**config.mk**
```make
export PLATFORM = sky130hd
export DESIGN_NAME = debug_capture_flat
export DESIGN_NICKNAME = d
export VERILOG_FILES = /design/src/rtl/debug_capture_if.sv /design/src/rtl/debug_capture.sv /design/src/flat_wrapper.sv
export SDC_FILE = /design/constraint.sdc
export NUM_CORES = 1
export LEC_CHECK = 0
export CAP_MARGIN = 40
export CORE_MARGIN = 8
export CORE_UTILIZATION = 45
export DETAILED_ROUTE_END_ITERATION = 6
export HOLD_SLACK_MARGIN = 0.15
export PLACE_DENSITY = 0.71
export SLEW_MARGIN = 20
export SYNTH_ARGS = -nofsm -noshare
export SYNTH_HDL_FRONTEND = slang
export SYNTH_SLANG_ARGS = --single-unit
```
**constraint.sdc**
```tcl
create_clock -name clk -period 1.4 [get_ports clk]
set_input_delay 0.28 -clock clk [delete_from_list [all_inputs] [get_ports clk]]
set_output_delay 0.28 -clock clk [all_outputs]
set_load 0.1 [all_outputs]
```
**src/rtl/debug_capture_if.sv**
```systemverilog
// CPU write-bus bundle snooped by the debug capture stage.
// A bus write is qualified as ce & wr; there is no back-pressure, the
// snooper only observes, so the bus side never waits on it.
interface debug_capture_if;
   logic        ce;
   logic        wr;
   logic [15:0] addr;
   logic [7:0]  data;

   modport master (output ce, output wr, output addr, output data);
   modport slave  (input  ce, input  wr, input  addr, input  data);
endinterface

```
**src/rtl/debug_capture.sv**
```systemverilog
// Bus-snooping capture stage feeding the on-screen debug overlay.
// Collects CPU write activity into a 64-bit status word and publishes it once
// per frame on the vblank rising edge. An optional trigger freezes the
// published word after a chosen write until the block is re-armed.
module debug_capture #(
   parameter logic [15:0] WATCH_ADDR = 16'h0000,
   parameter logic [7:0]  TRIG_DATA  = 8'h00,
   parameter bit          TRIG_EN    = 1'b1
) (
   input  logic                   clk,
   input  logic                   i_reset_n,
   debug_capture_if.slave         bus,
   input  logic                   i_vblank,
   input  logic                   i_rearm,
   output logic [63:0]            o_debug,
   output logic                   o_stb,
   output logic                   o_frozen,
   output logic [1:0]             o_state     // FSM state, for debug/checkers
);

   typedef enum logic [1:0] {
      ST_RUN    = 2'd0,
      ST_HOLD   = 2'd1,
      ST_FROZEN = 2'd2
   } state_e;

   state_e      state_q, state_d;

   logic        vb_d_q;
   logic [15:0] s_addr_q,  s_addr_d;
   logic [7:0]  s_data_q,  s_data_d;
   logic [7:0]  s_watch_q, s_watch_d;
   logic [15:0] wcnt_q,    wcnt_d;
   logic [15:0] fcnt_q,    fcnt_d;
   logic [63:0] debug_q,   debug_d;
   logic        stb_q;

   logic        we;
   logic        vb_rise;
   logic        trigger;
   logic        publish;
   logic        frozen;

   // Bus write qualification, vblank edge and trigger match
   always_comb begin
      we      = bus.ce & bus.wr;
      vb_rise = i_vblank & ~vb_d_q;
      trigger = TRIG_EN & we & (bus.addr == WATCH_ADDR) & (bus.data == TRIG_DATA);
   end

   // FSM state register
   always_ff @(posedge clk) begin
      if (!i_reset_n) state_q <= ST_RUN;
      else            state_q <= state_d;
   end

   // FSM next state; re-arm outranks a trigger seen in the same cycle
   always_comb begin
      state_d = state_q;
      case (state_q)
         ST_RUN: begin
            if (!i_rearm && trigger) state_d = ST_HOLD;
         end
         ST_HOLD: begin
            if (i_rearm)      state_d = ST_RUN;
            else if (vb_rise) state_d = ST_FROZEN;
         end
         ST_FROZEN: begin
            if (i_rearm) state_d = ST_RUN;
         end
         default: state_d = ST_RUN;
      endcase
   end

   // FSM outputs: publish in RUN and HOLD, freeze indication in FROZEN
   always_comb begin
      publish = vb_rise & (state_q != ST_FROZEN);
      frozen  = (state_q == ST_FROZEN);
   end

   // Datapath next values; the publish snapshot uses pre-write contents so a
   // write landing on the publish cycle is counted in the following frame
   always_comb begin
      s_addr_d  = s_addr_q;
      s_data_d  = s_data_q;
      s_watch_d = s_watch_q;
      wcnt_d    = wcnt_q;
      fcnt_d    = fcnt_q;
      debug_d   = debug_q;
      if (we) begin
         s_addr_d = bus.addr;
         s_data_d = bus.data;
         if (bus.addr == WATCH_ADDR) s_watch_d = bus.data;
      end
      if (vb_rise) begin
         fcnt_d = fcnt_q + 16'd1;
         wcnt_d = {15'd0, we};
      end else if (we && (wcnt_q != 16'hFFFF)) begin
         wcnt_d = wcnt_q + 16'd1;
      end
      if (publish) begin
         debug_d = {fcnt_q + 16'd1, wcnt_q, s_watch_q, s_data_q, s_addr_q};
      end
   end

   // Datapath registers; vb_d resets high so vblank already high at release is not an edge
   always_ff @(posedge clk) begin
      if (!i_reset_n) begin
         vb_d_q    <= 1'b1;
         s_addr_q  <= 16'd0;
         s_data_q  <= 8'd0;
         s_watch_q <= 8'd0;
         wcnt_q    <= 16'd0;
         fcnt_q    <= 16'd0;
         debug_q   <= 64'd0;
         stb_q     <= 1'b0;
      end else begin
         vb_d_q    <= i_vblank;
         s_addr_q  <= s_addr_d;
         s_data_q  <= s_data_d;
         s_watch_q <= s_watch_d;
         wcnt_q    <= wcnt_d;
         fcnt_q    <= fcnt_d;
         debug_q   <= debug_d;
         stb_q     <= publish;
      end
   end

   assign o_debug  = debug_q;
   assign o_stb    = stb_q;
   assign o_frozen = frozen;
   assign o_state  = state_q;

endmodule

```
**src/flat_wrapper.sv**
```systemverilog
// flat-port wrapper written by rule: the top's interface ports become plain ports
module debug_capture_flat 
#(
   parameter logic [15:0] WATCH_ADDR = 16'h0000,
   parameter logic [7:0]  TRIG_DATA  = 8'h00,
   parameter bit          TRIG_EN    = 1'b1
)
  (clk, i_reset_n, i_vblank, i_rearm, o_debug, o_stb, o_frozen, o_state, bus_ce, bus_wr, bus_addr, bus_data);
  debug_capture_if bus_i ();
  input  logic clk;
  input  logic i_reset_n;
  input  logic i_vblank;
  input  logic i_rearm;
  output logic [63:0] o_debug;
  output logic o_stb;
  output logic o_frozen;
  output logic [1:0] o_state;
  input wire logic [$bits(bus_i.ce)-1:0] bus_ce;
  input wire logic [$bits(bus_i.wr)-1:0] bus_wr;
  input wire logic [$bits(bus_i.addr)-1:0] bus_addr;
  input wire logic [$bits(bus_i.data)-1:0] bus_data;
  assign bus_i.ce = bus_ce;
  assign bus_i.wr = bus_wr;
  assign bus_i.addr = bus_addr;
  assign bus_i.data = bus_data;
  debug_capture #(.WATCH_ADDR(WATCH_ADDR), .TRIG_DATA(TRIG_DATA), .TRIG_EN(TRIG_EN)) u_core (.clk(clk), .i_reset_n(i_reset_n), .bus(bus_i), .i_vblank(i_vblank), .i_rearm(i_rearm), .o_debug(o_debug), .o_stb(o_stb), .o_frozen(o_frozen), .o_state(o_state));
endmodule
```
# Yosys cells after proc, flatten, opt, wreduce, memory -nomap -nowiden
# Cells that the tools add are included.
# totals
regBits	132
in_bits	30
# classes
addsub	2
eq_ne	7
mux	7
bitwise_logic	7
n_reduce_logical	10
# ops
cell	n
$add A16 B1 Y16 const B	2
$logic_not A16 Y1	1
$ne A16 B16 Y1 const B	1
$logic_not A8 Y1	1
$mux W2	4
$pmux W2 S3	1
$and A1 B1 Y1	5
$ne A2 B2 Y1 const B	2
$ne A3 B2 Y1 const B	1
$reduce_and A3 Y1	1
$eq A2 B1 Y1 const B	1
$eq A2 B2 Y1 const B	1
$logic_and A1 B1 Y1	2
$logic_not A2 Y1	1
$mux W1	2
$ne A2 B1 Y1 const B	1
$not A1 Y1	2
$reduce_and A2 Y1	1
$reduce_bool A2 Y1	1
$reduce_or A2 Y1	1
$logic_not A1 Y1	1

# Depth between registers and ports, before layout
# depth
word_depth	6
ltp_mapped	6
depth_no_buf	5

# Worst setup path before layout
# Ideal clock, no wire load.
# synth_path
kind	register -> register
from	register u_core.state_q[1] (netlist: u_core.o_state[1])
to	register u_core.debug_q[10] (netlist: u_core.o_debug[10])
setup_time_ps	132
arrival_ps	3369
t_required_ps	1268
setup_slack_ps	-2101
path_stages_with_launch	7
path_buffers	2
cell_sequence	dfxtp_1 > nor2b_1 > nor2_1 > buf_2 > buf_2 > nand2_1 > a21oi_1
# synth_between
elab_chain_len	2
# synth_rtl
element	line	rtl
start: declaration	debug_capture.sv:27	state_e state_q, state_d;
start signal: assignment	debug_capture.sv:54	else state_q <= state_d;
$ne A2 B2 Y1	debug_capture.sv:77	publish = vb_rise & (state_q != ST_FROZEN);
$and A1 B1 Y1	debug_capture.sv:77	
end signal: assignment	debug_capture.sv:124	debug_q <= debug_d;
end: declaration	debug_capture.sv:35	logic [63:0] debug_q, debug_d;
# No other way between the ends.
# A chain may end at the register's enable or synchronous reset.

# Final worst setup path
# layout_path
from	register u_core.wcnt_q[0]
to	register u_core.wcnt_q[12]
# layout_between
elab_chain_len	2
word_cells_on_any_way	3
# layout_rtl
element	line	rtl
start: declaration	debug_capture.sv:33	logic [15:0] wcnt_q, wcnt_d;
start signal: assignment	debug_capture.sv:122	wcnt_q <= wcnt_d;
branches (longest 2 deep; another with $add A16 B1 Y16)	--	
# Parallel ways; which one is timed is not known.

==> out/metrics.yaml <==
synth:
  syn_area_um2: 5260
  ys_types: 41
  synth_top_area_share_pct: 50.3
  ys_seq_area_share_pct: 50.3
  syn_avg_cell_area_um2: 8.12
  yosys.area.top_type: "dfxtp_1"
  synth_edf_count: 0
  synthArstFlopShare_pct: 0
  synth_nets: 679
  yosys-top-cells-area: "dfxtp_1, nand2_1, a21oi_1"
  synth-seq-cells: 132
  syn_inst: 647
  ys.flop_type: "dfxtp_1"
  ys_warn_count: 0
setup_path:
  critical_path.max_fanout: 3
  crit_required_ps: 1750
  cp-end-kind: "flop"
  crit_slowest_cell: "or4_1"
  slowest_delay_ps: 500
  crit_family: "simple AND/OR/NAND/NOR gates"
  path_cells: "ha_4, and3_4, nand2_2, or4_1, a21oi_1"
  worstPathArrival_ps: 1920
  worstSetupPathType: "reg2reg"
  critPathLaunchType: "flop"
  crit_buf_inv: 0
power_and_ir_drop:
  powerDensity_nw_per_um2: 1010
  power.leakage_nw: 3.46
  ir_drop_mv: 0.866
layout:
  drive_above_1_share_pct: 36.2
  fillCellCount: 652
  regArea_um2: 2700
  fin_cells: 996
  area.growth.synth_to_final_pct: 73.4
  finish.instance_area_um2: 9110
  layout.nets: 872
  multiInputGateArea_um2: 2860
  antenna_cells: 0
status:
  status: "finished, violations left"
  violations: "setup timing"
route:
  detail_route.iter0.violations: 449
  avgRoutedWirePerCell_um: 19.3
  drc: 0
  ant_nets: 0
  drt-pass1-iter-count: 5
  vias: 5677
  wirelength_mm: 19.3
  routed_via_density: 5.70
sta:
  finalClockSkew_ps: 9.19
  period_share_pct: 112
  slew_viol_final: 0
  tns_ps: -1510
  rsz0062_at_grt: "true"
  fin_crit_ps: 1570
  max_freq_mhz: 635
  hold_violations: 0
  worstMarginPinSlew_ps: 370
  relSlewSlack_pct: 75.1
  fin_ws_ps: -174
  setup_viol: 17
global_route:
  first_global_vias: 5381
  track_usage_pct: 21.8
  antenna_found_initial: 0
  gr-total-overflow: 0
  grt_pass1_wl_mm: 26.3
  grt_max_degree: 59
clock_tree:
  cts_tree: "done"
  cts_htree_levels: 4
  cts_inserted_buffers: 17
  path_clk_slew_ps: 60
  cts_root_buf: "clkbuf_16"
  cts_hold_buf: 0
  clock-sinks: 132
  clkLatencyLatePin_ps: 430
  cts_buffer_depth: 2
floorplan:
  initial_utilization_pct: 46.0
  die_x_um: 124
  num_rows: 39
  core_um2: 11400
  ios: 98
  die-area_um2: 15400
  die_y_um: 124
place:
  portBuffers: 97
  dp_cells: 935
  dp_slack_ps: -640
  dp_hpwl_mm: 11.4
  gp_congestion: 0.883
  dpl_cell_area_um2: 7750
hold_path:
  worstHoldPathType: "in2reg"
flow_run:
  drv_cap: 0
-- per-layer routing --
layer  share of wire [%]  vias to the layer above  global-route usage (%)
met1                  37                     2768                    23.8
li1                    -                     2617                       -
met3                 7.1                       57                    5.67
met5                   0                        -                       0
met4                 3.3                        0                    10.3
met2                  53                      235                    38.7
-- final cells by class --
cell class	count	share of cell area, %
clock inverter	13	1.30
sequential	132	29.7
inverter	5	0.206
multi-input combinational	467	31.4
clock buffer	19	5.22
timing repair buffer	217	30.3
tap	143	1.96
-- cells in the mapped netlist, types with 5 or more instances --
master,count
nor4_1,14
buf_2,12
clkbuf_1,28
o21ai_0,20
nand4_1,11
a21oi_1,96
nor3_1,13
mux2i_1,9
nand3_1,16
dfxtp_1,132
or3_1,7
nor2_1,25
inv_1,5
xnor2_1,18
a211oi_1,6
nand2_1,180
nand2b_1,5
-- kinds of logic after synthesis --
| kind of cell | count (synthesis) | share of synthesized area (%) |
|---|---|---|
| AOI/OAI and AO/OA | 140 | 14.6 |
| xor gates and xnor gates | 22 | 3.67 |
| adders and majority gates | 2 | 0.476 |
| buffers and inverters | 48 | 3.86 |
| DFF | 132 | 50.3 |
| muxes | 9 | 1.71 |
| and+or+nand+nor | 294 | 25.4 |
-- per-stage QoR --
step	hold WS [ps]	power [mW]	util, %
floorplan	349	4.38	-
global placement	436	4.76	67.9
detailed placement	446	4.78	67.9
CTS	242	9.15	74.8
global route	182	9.43	79.8
finish	182	9.18	79.8
-- flip-flops by register name, summed over array words and instances (netlist names) --
| signal | cells |
|---|---|
| u_core.s_addr_q | 16 |
| u_core.o_state | 2 |
| u_core.s_data_q | 8 |
| u_core.vb_d_q | 1 |
| u_core.wcnt_q | 16 |
| u_core.fcnt_q | 16 |
| u_core.o_debug | 64 |
| u_core.s_watch_q | 8 |
| u_core.o_stb | 1 |
-- where the power goes --
group	switching, mW	total (mW)	internal, mW
clock network	1.76	4.41	2.66
logic	0.538	0.896	0.358
registers	0.0604	3.87	3.81
-- cells in the final DEF (no fill, tap or decap), types with 6 or more instances in the layout --
cell | Yosys | final
clkdlybuf4s50_1 | 0 | 13
nand2_1 | 180 | 177
mux2i_1 | 9 | 9
nand3_1 | 16 | 7
clkinvlp_4 | 0 | 7
nor3_1 | 13 | 6
dlymetal6s2s_1 | 0 | 10
nand3_2 | 0 | 6
or3_1 | 7 | 7
nand4_1 | 11 | 11
xnor2_1 | 18 | 17
buf_12 | 0 | 73
dfxtp_1 | 132 | 106
dfxtp_2 | 0 | 15
o21ai_0 | 20 | 17
buf_4 | 0 | 100
dfxtp_4 | 0 | 11
nor2_1 | 25 | 21
nor4_4 | 0 | 8
a211oi_1 | 6 | 6
buf_6 | 1 | 10
clkbuf_16 | 0 | 24
a21oi_1 | 96 | 93
-- worst paths after layout --
check	start	endpoint	slack, ps	cells after the start
worst min-delay path	bus_addr[13]	u_core.s_addr_q[13]$_SDFFE_PN0P_	180	3
worst min register to register	u_core.s_addr_q[9]$_SDFFE_PN0P_	u_core.o_debug[9]$_SDFFE_PN0P_	450	2
worst max register to register	u_core.wcnt_q[0]$_SDFFE_PN0P_	u_core.wcnt_q[12]$_SDFFE_PP0P_	-170	5
worst max-delay path	u_core.wcnt_q[0]$_SDFFE_PN0P_	u_core.wcnt_q[12]$_SDFFE_PP0P_	-170	5
-- what timing repair did --
item,CTS,global route
gates resized for setup,53,79
gates cloned,1,5
setup endpoints to repair,39,64
pin swaps,16,33
buffers inserted,5,20
-- worst min-delay path, cell delays in order --
cell,delay (ps)
dlymetal6s2s_1,150
nand2_1,70
a21oi_1,60
No activity file was read; power rests on OpenSTA's default activity.
